--- src/rtl/fetch_unit_pkg.sv ---
// Shared types and constants for the instruction fetch unit.
package fetch_unit_pkg;

  localparam int unsigned XLEN = 32;
  localparam logic [XLEN-1:0] NOP_INSTR            = 32'h0000_0013;
  localparam logic [XLEN-1:0] RESET_VECTOR_DEFAULT = 32'hBFC0_0000;

  // Next-PC select from execute; 2'b11 is reserved and behaves as PC_SEQ.
  typedef enum logic [1:0] {
    PC_SEQ  = 2'b00,
    PC_BR   = 2'b01,
    PC_JALR = 2'b10
  } pc_src_t;

  typedef enum logic [1:0] {
    FETCH = 2'b00,
    HOLD  = 2'b01,
    DRAIN = 2'b10
  } fetch_state_t;

  // One fetched instruction together with the address it came from.
  typedef struct packed {
    logic [XLEN-1:0] instr;
    logic [XLEN-1:0] pc;
  } fetch_entry_t;

  // Redirect address: JALR clears bit 0, and fetches are always word aligned.
  function automatic logic [XLEN-1:0] redirect_addr(input logic [1:0] src,
                                                    input logic [XLEN-1:0] tgt);
    logic [XLEN-1:0] t;
    t = (src == PC_JALR) ? (tgt & 32'hFFFF_FFFE) : tgt;
    return t & 32'hFFFF_FFFC;
  endfunction

endpackage

--- src/rtl/fetch_unit_if.sv ---
// Instruction memory request/response bus.
interface fetch_unit_if;
  import fetch_unit_pkg::*;

  logic            imem_req;
  logic [XLEN-1:0] imem_addr;
  logic            imem_valid;
  logic [XLEN-1:0] imem_rdata;

  modport master (output imem_req, imem_addr, input imem_valid, imem_rdata);
  modport slave  (input imem_req, imem_addr, output imem_valid, imem_rdata);
endinterface

--- src/rtl/fetch_skid.sv ---
// Single-entry skid buffer holding a response that decode could not take.
module fetch_skid
  import fetch_unit_pkg::*;
(
  input  logic         clk,
  input  logic         rst,
  input  logic         load,
  input  logic         drop,
  input  fetch_entry_t din,
  output fetch_entry_t dout,
  output logic         occupied
);

  // Drop wins over load so a redirect always empties the buffer.
  always_ff @(posedge clk) begin
    if (rst) begin
      occupied <= 1'b0;
      dout     <= '0;
    end else if (drop) begin
      occupied <= 1'b0;
    end else if (load) begin
      occupied <= 1'b1;
      dout     <= din;
    end
  end

endmodule

--- src/rtl/fetch_unit.sv ---
// Instruction fetch stage: one outstanding request, skid buffer, redirect drain.
module fetch_unit
  import fetch_unit_pkg::*;
#(
  parameter logic [XLEN-1:0] RESET_VECTOR = RESET_VECTOR_DEFAULT
) (
  input  logic            clk,
  input  logic            rst,
  input  logic            stall_d,
  input  logic            flush_d,
  input  logic [1:0]      pc_src_e,
  input  logic [XLEN-1:0] pc_target_e,
  fetch_unit_if.master    imem,
  output logic [XLEN-1:0] instr_d,
  output logic [XLEN-1:0] pc_d,
  output logic [XLEN-1:0] pcplus4_d,
  output logic            valid_d
);

  fetch_state_t    state, state_n;
  logic [XLEN-1:0] pc, pc_n;
  logic            req, req_n;
  logic            redirect;
  logic [XLEN-1:0] target;
  logic            load_mem, load_skid, skid_load, skid_drop, skid_occ;
  fetch_entry_t    skid_q, ld;

  assign redirect = (pc_src_e == PC_BR) || (pc_src_e == PC_JALR);
  assign target   = redirect_addr(pc_src_e, pc_target_e);

  assign imem.imem_req  = req;
  assign imem.imem_addr = pc;

  assign ld = load_skid ? skid_q : fetch_entry_t'{instr: imem.imem_rdata, pc: pc};

  fetch_skid u_skid (
    .clk      (clk),
    .rst      (rst),
    .load     (skid_load),
    .drop     (skid_drop),
    .din      (fetch_entry_t'{instr: imem.imem_rdata, pc: pc}),
    .dout     (skid_q),
    .occupied (skid_occ)
  );

  // State, PC and request registers; reset leaves no request outstanding.
  always_ff @(posedge clk) begin
    if (rst) begin
      state <= FETCH;
      pc    <= RESET_VECTOR;
      req   <= 1'b0;
    end else begin
      state <= state_n;
      pc    <= pc_n;
      req   <= req_n;
    end
  end

  // Next-state logic; a response only counts while our own request is up.
  always_comb begin
    state_n   = state;
    pc_n      = pc;
    req_n     = req;
    load_mem  = 1'b0;
    load_skid = 1'b0;
    skid_load = 1'b0;
    skid_drop = 1'b0;
    case (state)
      FETCH: begin
        if (redirect) begin
          pc_n      = target;
          skid_drop = 1'b1;
          if (req && !imem.imem_valid) begin
            state_n = DRAIN;
            req_n   = 1'b0;
          end else begin
            req_n = 1'b1;
          end
        end else if (req && imem.imem_valid) begin
          if (stall_d) begin
            skid_load = 1'b1;
            req_n     = 1'b0;
            state_n   = HOLD;
          end else begin
            load_mem = 1'b1;
            pc_n     = pc + XLEN'(4);
          end
        end else begin
          req_n = 1'b1;
        end
      end
      HOLD: begin
        if (redirect) begin
          pc_n      = target;
          skid_drop = 1'b1;
          req_n     = 1'b1;
          state_n   = FETCH;
        end else if (!stall_d && skid_occ) begin
          load_skid = 1'b1;
          skid_drop = 1'b1;
          pc_n      = pc + XLEN'(4);
          req_n     = 1'b1;
          state_n   = FETCH;
        end
      end
      DRAIN: begin
        if (redirect) pc_n = target;
        if (imem.imem_valid) begin
          req_n   = 1'b1;
          state_n = FETCH;
        end
      end
      default: begin
        state_n = FETCH;
      end
    endcase
  end

  // Decode registers; an empty slot always carries the NOP encoding.
  always_ff @(posedge clk) begin
    if (rst) begin
      valid_d   <= 1'b0;
      instr_d   <= NOP_INSTR;
      pc_d      <= '0;
      pcplus4_d <= '0;
    end else if (redirect) begin
      valid_d <= 1'b0;
      instr_d <= NOP_INSTR;
    end else if (load_mem || load_skid) begin
      pc_d      <= ld.pc;
      pcplus4_d <= ld.pc + XLEN'(4);
      valid_d   <= !flush_d;
      instr_d   <= flush_d ? NOP_INSTR : ld.instr;
    end else if (flush_d || !stall_d) begin
      // Flushed, or decode consumed the instruction and nothing new arrived.
      valid_d <= 1'b0;
      instr_d <= NOP_INSTR;
    end
  end

endmodule

--- src/flat_wrapper.sv ---
// flat-port wrapper written by rule: the top's interface ports become plain ports
module fetch_unit_flat import fetch_unit_pkg::*;
#(
  parameter logic [XLEN-1:0] RESET_VECTOR = RESET_VECTOR_DEFAULT
)
  (clk, rst, stall_d, flush_d, pc_src_e, pc_target_e, instr_d, pc_d, pcplus4_d, valid_d, imem_imem_req, imem_imem_addr, imem_imem_valid, imem_imem_rdata);
  fetch_unit_if imem_i ();
  input  logic clk;
  input  logic rst;
  input  logic stall_d;
  input  logic flush_d;
  input  logic [1:0] pc_src_e;
  input  logic [XLEN-1:0] pc_target_e;
  output logic [XLEN-1:0] instr_d;
  output logic [XLEN-1:0] pc_d;
  output logic [XLEN-1:0] pcplus4_d;
  output logic valid_d;
  output wire logic [$bits(imem_i.imem_req)-1:0] imem_imem_req;
  output wire logic [$bits(imem_i.imem_addr)-1:0] imem_imem_addr;
  input wire logic [$bits(imem_i.imem_valid)-1:0] imem_imem_valid;
  input wire logic [$bits(imem_i.imem_rdata)-1:0] imem_imem_rdata;
  assign imem_imem_req = imem_i.imem_req;
  assign imem_imem_addr = imem_i.imem_addr;
  assign imem_i.imem_valid = imem_imem_valid;
  assign imem_i.imem_rdata = imem_imem_rdata;
  fetch_unit #(.RESET_VECTOR(RESET_VECTOR)) u_core (.clk(clk), .rst(rst), .stall_d(stall_d), .flush_d(flush_d), .pc_src_e(pc_src_e), .pc_target_e(pc_target_e), .imem(imem_i), .instr_d(instr_d), .pc_d(pc_d), .pcplus4_d(pcplus4_d), .valid_d(valid_d));
endmodule
--- config.mk ---
export PLATFORM = sky130hd
export DESIGN_NAME = fetch_unit_flat
export DESIGN_NICKNAME = d
export VERILOG_FILES = /design/src/rtl/fetch_unit_pkg.sv /design/src/rtl/fetch_unit_if.sv /design/src/rtl/fetch_skid.sv /design/src/rtl/fetch_unit.sv /design/src/flat_wrapper.sv
export SDC_FILE = /design/constraint.sdc
export NUM_CORES = 1
export LEC_CHECK = 0
export ABC_AREA = 1
export CORE_ASPECT_RATIO = 2
export CORE_MARGIN = 2
export CORE_UTILIZATION = 52
export CTS_CLUSTER_DIAMETER = 150
export DETAILED_ROUTE_END_ITERATION = 12
export PLACE_DENSITY = 0.82
export SLEW_MARGIN = 5
export SYNTH_ARGS = -nofsm -noshare
export SYNTH_HDL_FRONTEND = slang
export SYNTH_SLANG_ARGS = --single-unit
--- constraint.sdc ---
create_clock -name clk -period 3.1 [get_ports clk]
set_input_delay 0.62 -clock clk [delete_from_list [all_inputs] [get_ports clk]]
set_output_delay 0.62 -clock clk [all_outputs]
set_load 0.005 [all_outputs]
==> impl_metrics.toml, run 1 <==
[yosys]
avgSynthCellArea_um2 = 6.73
yosys.cell_count.top_type = "sky130_fd_sc_hd__nand2_1"
syn_inst = 1442
synth.mux.area_fraction_pct = 0
synth_commonest_cells = "313 x sky130_fd_sc_hd__nand2_1, 189 x sky130_fd_sc_hd__dfxtp_1, 188 x sky130_fd_sc_hd__o21ai_0"
synth_top_area_share_pct = 39.0
ys_warn_count = 0
synth-edff-count = 0
syn_std_cell_area_um2 = 9710
yosys_register_bits = 189
synth-main-ff-cell = "sky130_fd_sc_hd__dfxtp_1"
ys_async_sr_fraction_pct = 0
netlist_top_cells_area = "sky130_fd_sc_hd__dfxtp_1 39%, sky130_fd_sc_hd__nand2_1 12%, sky130_fd_sc_hd__o21ai_0 9.7%"
synthesized_area_fraction_occupied_by_and_or_nand_nor_cells_pct = 27.7
main_combinational_cell_family_by_area_after_synthesis = "simple AND/OR/NAND/NOR gates"
synth-xor-area-share_pct = 0.361
synth.lib_cells_used.distinct = 47
synth-compound-area-share_pct = 21.2
yosysSeqAreaShare_pct = 39.0
synth_top_area_cell = "sky130_fd_sc_hd__dfxtp_1"
synth_adder_area_share_pct = 0.773

[grt]
grt_antenna_before_repair = 0
largest_net_degree_at_the_start_of_global_routing = 87
grt_pass1_wl_um = 47600
vias_in_the_first_global_route = 9737
grt.total_usage_pct = 30.2
grt.overflow.total = 0

[sta]
post-route-min-period_ns = 2.65
worst_pin_slew_ns = 0.675
setup_viol = 0
hold_violations = 0
clock_skew_ns = 0.0144
finalSetupTns_ns = 0
grt_setup_unrepaired = "no"
final.period_utilization_pct = 85.4
fin_worst_hold_slack_ns = 0.448
clock.fmax_ghz = 0.378
total_count_of_max_transition_violations_in_the_final_report = 0
max_slew_margin_pct = 54.5

[clocking]
cts_repair_resize_count = 0
post_cts_setup_buffer_count = 0
tritoncts = "yes"
cts_inserted_buffers = 17
clk_latency_ns = 0.44
clk_transition_reported_paths_ns = 0.07
postCtsHoldBufs = 0
cts_htree_levels = 4
cts.sinks = 189
clockBufferDepth = 2
clock-root-buffer = "sky130_fd_sc_hd__clkbuf_16"

[cells_and_area]
syn_to_final_growth_pct = 27.6
multiInputGateArea_um2 = 4910
sequential_cell_area_um2 = 3780
final_design_area_no_fill_um2 = 12400
nets = 1673
final_layout_size_suffix_gt1_share_pct = 7.46
num_antenna_cells = 0
fillCellCount = 1641

[route]
routed_via_density = 5.59
drtIter0Drc = 548
antenna_violating_nets_post_route = 0
post_drt_wl_per_cell_um = 16.4
vias = 10206
drt_drc_violations_left = 0
drt-total-wl_um = 30000
dr.pass1.iters = 5

[floorplanning]
dieArea_um2 = 19800
die_y_um = 197
core_region_area_um2 = 18300
start_util_pct = 53.0
fp-row-count = 70
ioPinCount = 201
floorplan_die_width_um = 101

[place]
io_buffer_count = 192
postPlaceCellArea_um2 = 11800
globalplace.congestion = 0.982
dp.final_hpwl_um = 21600

[setup_path]
timing_worst_setup_path_type = "input pin to flip-flop"
critical-path-top-delay-family = "simple AND/OR/NAND/NOR gates"
critPathCaptureType = "flip-flop"
slowest_stage = "sky130_fd_sc_hd__clkdlybuf4s50_1"
timing.critical_path.from_type = "input pin"
critical_path.n_buffers_inverters = 3
worstPathCellList = "clkdlybuf4s50_1 > inv_1 > nand2_1 > nand2_4 > nand2_8 > buf_4 > nand2_1 > nand2_1 > nand2_1 > nor2_2 > nand2_2 > nor3_1 > nand2_1 > nor2_1 > nor2_1"
crit_path_max_incr_delay_ns = 0.47
timing.critical_path.mode_cell = "sky130_fd_sc_hd__nand2_1"
worstPathArrival_ns = 2.98
timing.reg2reg.worst_path_depth = 15
worst-path-max-fanout = 30
cp_data_required_time_ns = 3.43
crit_cells = 15

[power_and_ir_drop]
p_comb_share_pct = 28.9
leakagePower_uw = 0.00499
intPower_uw = 4700
power.net_switching_uw = 2630
switching_share_pct = 35.8
p_per_area_nw_per_um2 = 592
clkPwrFrac_pct = 29.9
power_frac_seq_pct = 41.1
total_power_uw = 7330
vdd_ir_drop_max_mv = 0.404

[worst_hold_path]
worst_hold_path.num_cells = 2
min_delay_worst_type = "flip-flop to flip-flop"

[status]
result_of_the_run = "finished clean"

[run]
maxCapViolCount = 0
==> sequential cells by signal (all words and copies together) (netlist names) <==
register                flops
u_core.u_skid.dout         62
u_core.instr_d             32
u_core.imem.imem_addr      30
u_core.pc_d                30
u_core.pcplus4_d           30
u_core.state                2
u_core.imem.imem_req        1
u_core.u_skid.occupied      1
u_core.valid_d              1
==> power by group through the flow <==
stage	registers [uW]	clock network (uW)	logic, uW
global placement	3050	0	2060
floorplan	2920	0	1260
finish	3010	2200	2120
detailed placement	3050	0	2100
CTS	3000	2220	2120
global route	3030	2310	2330
==> cell type report <==
type                            instances  area share, %
Clock buffer                           20           3.69
Sequential cell                       189           30.6
Clock inverter                         12           1.01
Multi-Input combinational cell       1008           39.6
Inverter                              158           4.79
Tap cell                              216           2.18
Timing Repair Buffer                  222           18.1
==> worst reg2reg max path, cell delays in order, from the launching register on <==
cell and delay (ns):
sky130_fd_sc_hd__dfxtp_1 0.35, sky130_fd_sc_hd__inv_1 0.08, sky130_fd_sc_hd__ha_1 0.21, sky130_fd_sc_hd__inv_2 0.11, sky130_fd_sc_hd__nor2_8 0.06, sky130_fd_sc_hd__nand2_8 0.18, sky130_fd_sc_hd__buf_4 0.24, sky130_fd_sc_hd__nand2_1 0.07
sky130_fd_sc_hd__nand2_1 0.13, sky130_fd_sc_hd__nand2_1 0.08, sky130_fd_sc_hd__nor2_2 0.20, sky130_fd_sc_hd__nand2_2 0.13, sky130_fd_sc_hd__nor3_1 0.27, sky130_fd_sc_hd__nand2_1 0.12, sky130_fd_sc_hd__nor2_1 0.10, sky130_fd_sc_hd__nor2_1 0.05
==> metrics by stage <==
stage                     util, %  setup WS, ns  instances
final                        67.6         0.451       1825
after global routing         67.6         0.247       1825
after CTS                    67.6         0.496       1825
after detailed placement     64.5        0.0949       1793
after global placement       64.5         0.150       1793
after floorplan                 -         0.804       1447
==> cells in the final DEF, fill, tap and decap left out, drive strengths merged, types with 8 or more instances in the layout <==
cell type      count
dfxtp            189
clkdlybuf4s50    192
inv              165
clkbuf            20
buf               30
nor2             142
a31oi              8
o21ai            193
nand2            331
nand4             17
o211ai             9
a21oi            143
nor3              22
nand3             83
==> path summary, 6_finish.rpt <==
check | from | to | slack (ns)
min | u_core.u_skid.dout[48] | u_core.u_skid.dout[48] | 0.45
min reg2reg | u_core.u_skid.dout[48] | u_core.u_skid.dout[48] | 0.45
max | pc_src_e[1] | u_core.pcplus4_d[17] | 0.45
max reg2reg | u_core.state[1] | u_core.pcplus4_d[17] | 0.60
==> layer usage <==
layer | vias to the layer above | track usage [%] | part of all wire (%)
li1 | 4994 | - | -
met1 | 4731 | 30.7 | 36
met2 | 374 | 56.6 | 54
met3 | 107 | 4.21 | 4.2
met4 | 0 | 17.7 | 5.7
met5 | - | 0 | 0
==> cell families (layout without fill, tap and decap cells) <==
logic type / after synthesis / after routing
flops: 189 / 189
compound gates: 385 / 385
buf+inv: 250 / 412
fa+ha+maj: 6 / 6
simple gates: 607 / 607
xor+xnor: 4 / 4
other cells: 1 / 6
No activity file was read; power rests on OpenSTA's default activity.
==> run 2, diff against run 1 <==
--- a/config.mk
+++ b/config.mk
@@ -7,12 +7,11 @@
 export LEC_CHECK = 0
 export ABC_AREA = 1
 export CORE_ASPECT_RATIO = 2
-export CORE_MARGIN = 2
 export CORE_UTILIZATION = 52
 export CTS_CLUSTER_DIAMETER = 150
 export DETAILED_ROUTE_END_ITERATION = 12
 export PLACE_DENSITY = 0.82
-export SLEW_MARGIN = 5
+export SLEW_MARGIN = 20
 export SYNTH_ARGS = -nofsm -noshare
 export SYNTH_HDL_FRONTEND = slang
 export SYNTH_SLANG_ARGS = --single-unit
==> run 2 against run 1 <==
Sequential power about the same; via count up 0.25%; flip-flop and latch count is the same; sequential share of layout area about the same; critical path depth fell by 1; combinational power is essentially flat; worst setup slack improved by 0.0085 ns; largest power group unchanged; highest routed layer unchanged.
==> impl_metrics.toml, run 2 (synthesized netlist as in run 1, its figures left out) <==
[place]
io_buffer_count = 192
postPlaceCellArea_um2 = 11800
dp_worst_setup_slack_ns = 0.0759
dp.final_hpwl_um = 21400
globalplace.congestion = 0.989

[sta]
post-route-min-period_ns = 2.64
worst_pin_slew_ns = 0.833
grt_setup_unrepaired = "no"
fin_ws_ns = 0.460
clock.fmax_ghz = 0.379
setup_viol = 0
finalSetupTns_ns = 0
final.period_utilization_pct = 85.2
max_slew_margin_pct = 44.5
hold_violations = 0
total_count_of_max_transition_violations_in_the_final_report = 0
clock_skew_ns = 0.00873

[cells_and_area]
sequential_cell_area_um2 = 3780
final_design_area_no_fill_um2 = 12400
most_common_library_cell_in_the_layout_ignoring_fill_and_taps = "sky130_fd_sc_hd__nand2_1"
multiInputGateArea_um2 = 4910
num_antenna_cells = 0
fillCellCount = 1657
syn_to_final_growth_pct = 27.7
nets = 1674
top_regs = "u_core.u_skid.dout: 62 flops, u_core.instr_d: 32 flops"
top_register = "u_core.u_skid.dout"
largest_register_ff_count = 62
layout_common_cells = "313 x sky130_fd_sc_hd__nand2_1, 192 x sky130_fd_sc_hd__clkdlybuf4s50_1, 189 x sky130_fd_sc_hd__dfxtp_1, 188 x sky130_fd_sc_hd__o21ai_0, 153 x sky130_fd_sc_hd__inv_1"
final_layout_size_suffix_gt1_share_pct = 7.45

[status]
result_of_the_run = "finished clean"

[setup_path]
critPathCapture = "u_core.pcplus4_d[17]"
critical-path-top-delay-family = "simple AND/OR/NAND/NOR gates"
worst-path-max-fanout = 23
timing.rr.start = "u_core.state[1]"
worstPathArrival_ns = 2.97
crit_path_max_incr_delay_ns = 0.48
timing.reg2reg.worst_path_depth = 14
beginning_of_the_critical_path = "stall_d"
timing_worst_setup_path_type = "input pin to flip-flop"
worstPathCellList = "clkdlybuf4s50_1 > inv_2 > nand2_4 > nor2_8 > nand2_8 > buf_4 > nand2_1 > nand2_2 > nor2_1 > nand3_2 > nor3_1 > nand2_1 > nor2_1 > nor2_1"
timing.reg2reg.setup_slack_ns = 0.65
r2r_end = "u_core.pcplus4_d[17]"
crit_cells = 14
timing.critical_path.from_type = "input pin"
cp_data_required_time_ns = 3.43
critPathCaptureType = "flip-flop"
slowest_stage = "sky130_fd_sc_hd__clkdlybuf4s50_1"
timing.critical_path.mode_cell = "sky130_fd_sc_hd__nor2_1"
critical_path.n_buffers_inverters = 3

[route]
dr.pass1.iters = 5
routed_via_density = 5.60
vias = 10232
drtIter0Drc = 534
drt-total-wl_um = 30100
post_drt_wl_per_cell_um = 16.5
drt_drc_violations_left = 0
antenna_violating_nets_post_route = 0

[grt]
vias_in_the_first_global_route = 9830
grt_pass1_wl_um = 48200
grt_antenna_before_repair = 0
grt.total_usage_pct = 31.8
largest_net_degree_at_the_start_of_global_routing = 95
grt.overflow.total = 0

[power_and_ir_drop]
power_frac_seq_pct = 40.6
power.net_switching_uw = 2630
intPower_uw = 4770
p_comb_share_pct = 29.1
total_power_uw = 7400
leakagePower_uw = 0.00499
clkPwrFrac_pct = 30.3
vdd_ir_drop_max_mv = 0.453
p_per_area_nw_per_um2 = 597
switching_share_pct = 35.5

[clocking]
cts_htree_levels = 4
tritoncts = "yes"
clock-root-buffer = "sky130_fd_sc_hd__clkbuf_16"
cts.sinks = 189
cts_inserted_buffers = 17
cts_repair_resize_count = 0
clk_transition_reported_paths_ns = 0.07
postCtsHoldBufs = 0
post_cts_setup_buffer_count = 0
clk_latency_ns = 0.44
clockBufferDepth = 2

[floorplanning]
fp-row-count = 70
dieArea_um2 = 19300
die_y_um = 195
floorplan_die_width_um = 98.6
core_region_area_um2 = 18300
ioPinCount = 201
start_util_pct = 53.0

[worst_hold_path]
min_delay_worst_type = "flip-flop to flip-flop"

[run]
maxCapViolCount = 0
-- run 2: cell types whose count changed in the layout (fill, tap and decap cells not counted), sizes merged --
cell,previous run,this run
inv,165,160
clkinv,2,5
buf,30,31
bufinv,1,2
clkinvlp,2,3
-- run 2: power by group through the flow --
stage	sequential (uW)	combinational (uW)	clock (uW)
floorplan	2920	1260	0
global placement	3040	2090	0
detailed placement	3050	2130	0
CTS	2990	2140	2250
global route	3030	2370	2340
finish	3000	2150	2240
-- run 2: cell type report --
type	instances	share of cell area [%]
multi-input cells	1008	39.6
clock inverters	12	1.12
inverters	158	4.78
repair buffers	223	18.2
well taps	216	2.18
clock buffers	20	3.60
flip-flops and latches	189	30.5
-- run 2: worst min-delay path by stage --
| stage | start | end | slack, ns | cells after the start |
|---|---|---|---|---|
| after floorplan | u_core.u_skid.dout[30] | u_core.u_skid.dout[30] | 0.42 | 2 |
| after global placement | u_core.u_skid.dout[30] | u_core.u_skid.dout[30] | 0.43 | 2 |
| after detailed placement | u_core.u_skid.dout[24] | u_core.u_skid.dout[24] | 0.43 | 2 |
| after CTS | u_core.u_skid.dout[24] | u_core.u_skid.dout[24] | 0.45 | 2 |
| after global routing | u_core.u_skid.dout[55] | u_core.u_skid.dout[55] | 0.46 | 2 |
| final | u_core.u_skid.dout[3] | u_core.u_skid.dout[3] | 0.44 | 2 |
-- run 2: per-stage QoR --
| stage | hold slack [ns] | util, % | instances |
|---|---|---|---|
| 3_3_place_gp | 0.431 | 64.5 | 1794 |
| 5_1_grt | 0.460 | 67.7 | 1826 |
| 4_1_cts | 0.446 | 67.7 | 1826 |
| 6_report | 0.444 | 67.7 | 1826 |
| 3_5_place_dp | 0.435 | 64.5 | 1794 |
| 2_1_floorplan | 0.420 | - | 1447 |
-- run 2: worst reg2reg max path, stage by stage (launching register included) --
cell and delay (ns):
sky130_fd_sc_hd__dfxtp_1 0.33, sky130_fd_sc_hd__inv_1 0.09, sky130_fd_sc_hd__ha_1 0.19, sky130_fd_sc_hd__inv_2 0.07
sky130_fd_sc_hd__nor2_8 0.16, sky130_fd_sc_hd__nand2_8 0.15, sky130_fd_sc_hd__buf_4 0.22, sky130_fd_sc_hd__nand2_1 0.08
sky130_fd_sc_hd__nand2_2 0.08, sky130_fd_sc_hd__nor2_1 0.28, sky130_fd_sc_hd__nand3_2 0.16, sky130_fd_sc_hd__nor3_1 0.33
sky130_fd_sc_hd__nand2_1 0.09, sky130_fd_sc_hd__nor2_1 0.09, sky130_fd_sc_hd__nor2_1 0.05
-- run 2: layer usage --
| metal | up-vias | share of wire [%] | track usage, % |
|---|---|---|---|
| li1 | 5003 | - | - |
| met1 | 4715 | 36 | 32.8 |
| met2 | 388 | 53 | 58.0 |
| met3 | 126 | 4.3 | 4.19 |
| met4 | 0 | 6.5 | 23.0 |
| met5 | - | 0 | 0 |
==> run 3, diff against run 2 <==
--- a/config.mk
+++ b/config.mk
@@ -7,6 +7,7 @@
 export LEC_CHECK = 0
 export ABC_AREA = 1
 export CORE_ASPECT_RATIO = 2
+export CORE_MARGIN = 1
 export CORE_UTILIZATION = 52
 export CTS_CLUSTER_DIAMETER = 150
 export DETAILED_ROUTE_END_ITERATION = 12
@@ -15,3 +16,4 @@
 export SYNTH_ARGS = -nofsm -noshare
 export SYNTH_HDL_FRONTEND = slang
 export SYNTH_SLANG_ARGS = --single-unit
+export TNS_END_PERCENT = 20
==> results of run 3 <==
Final layout, timing and power as in run 2 (identical DEF).
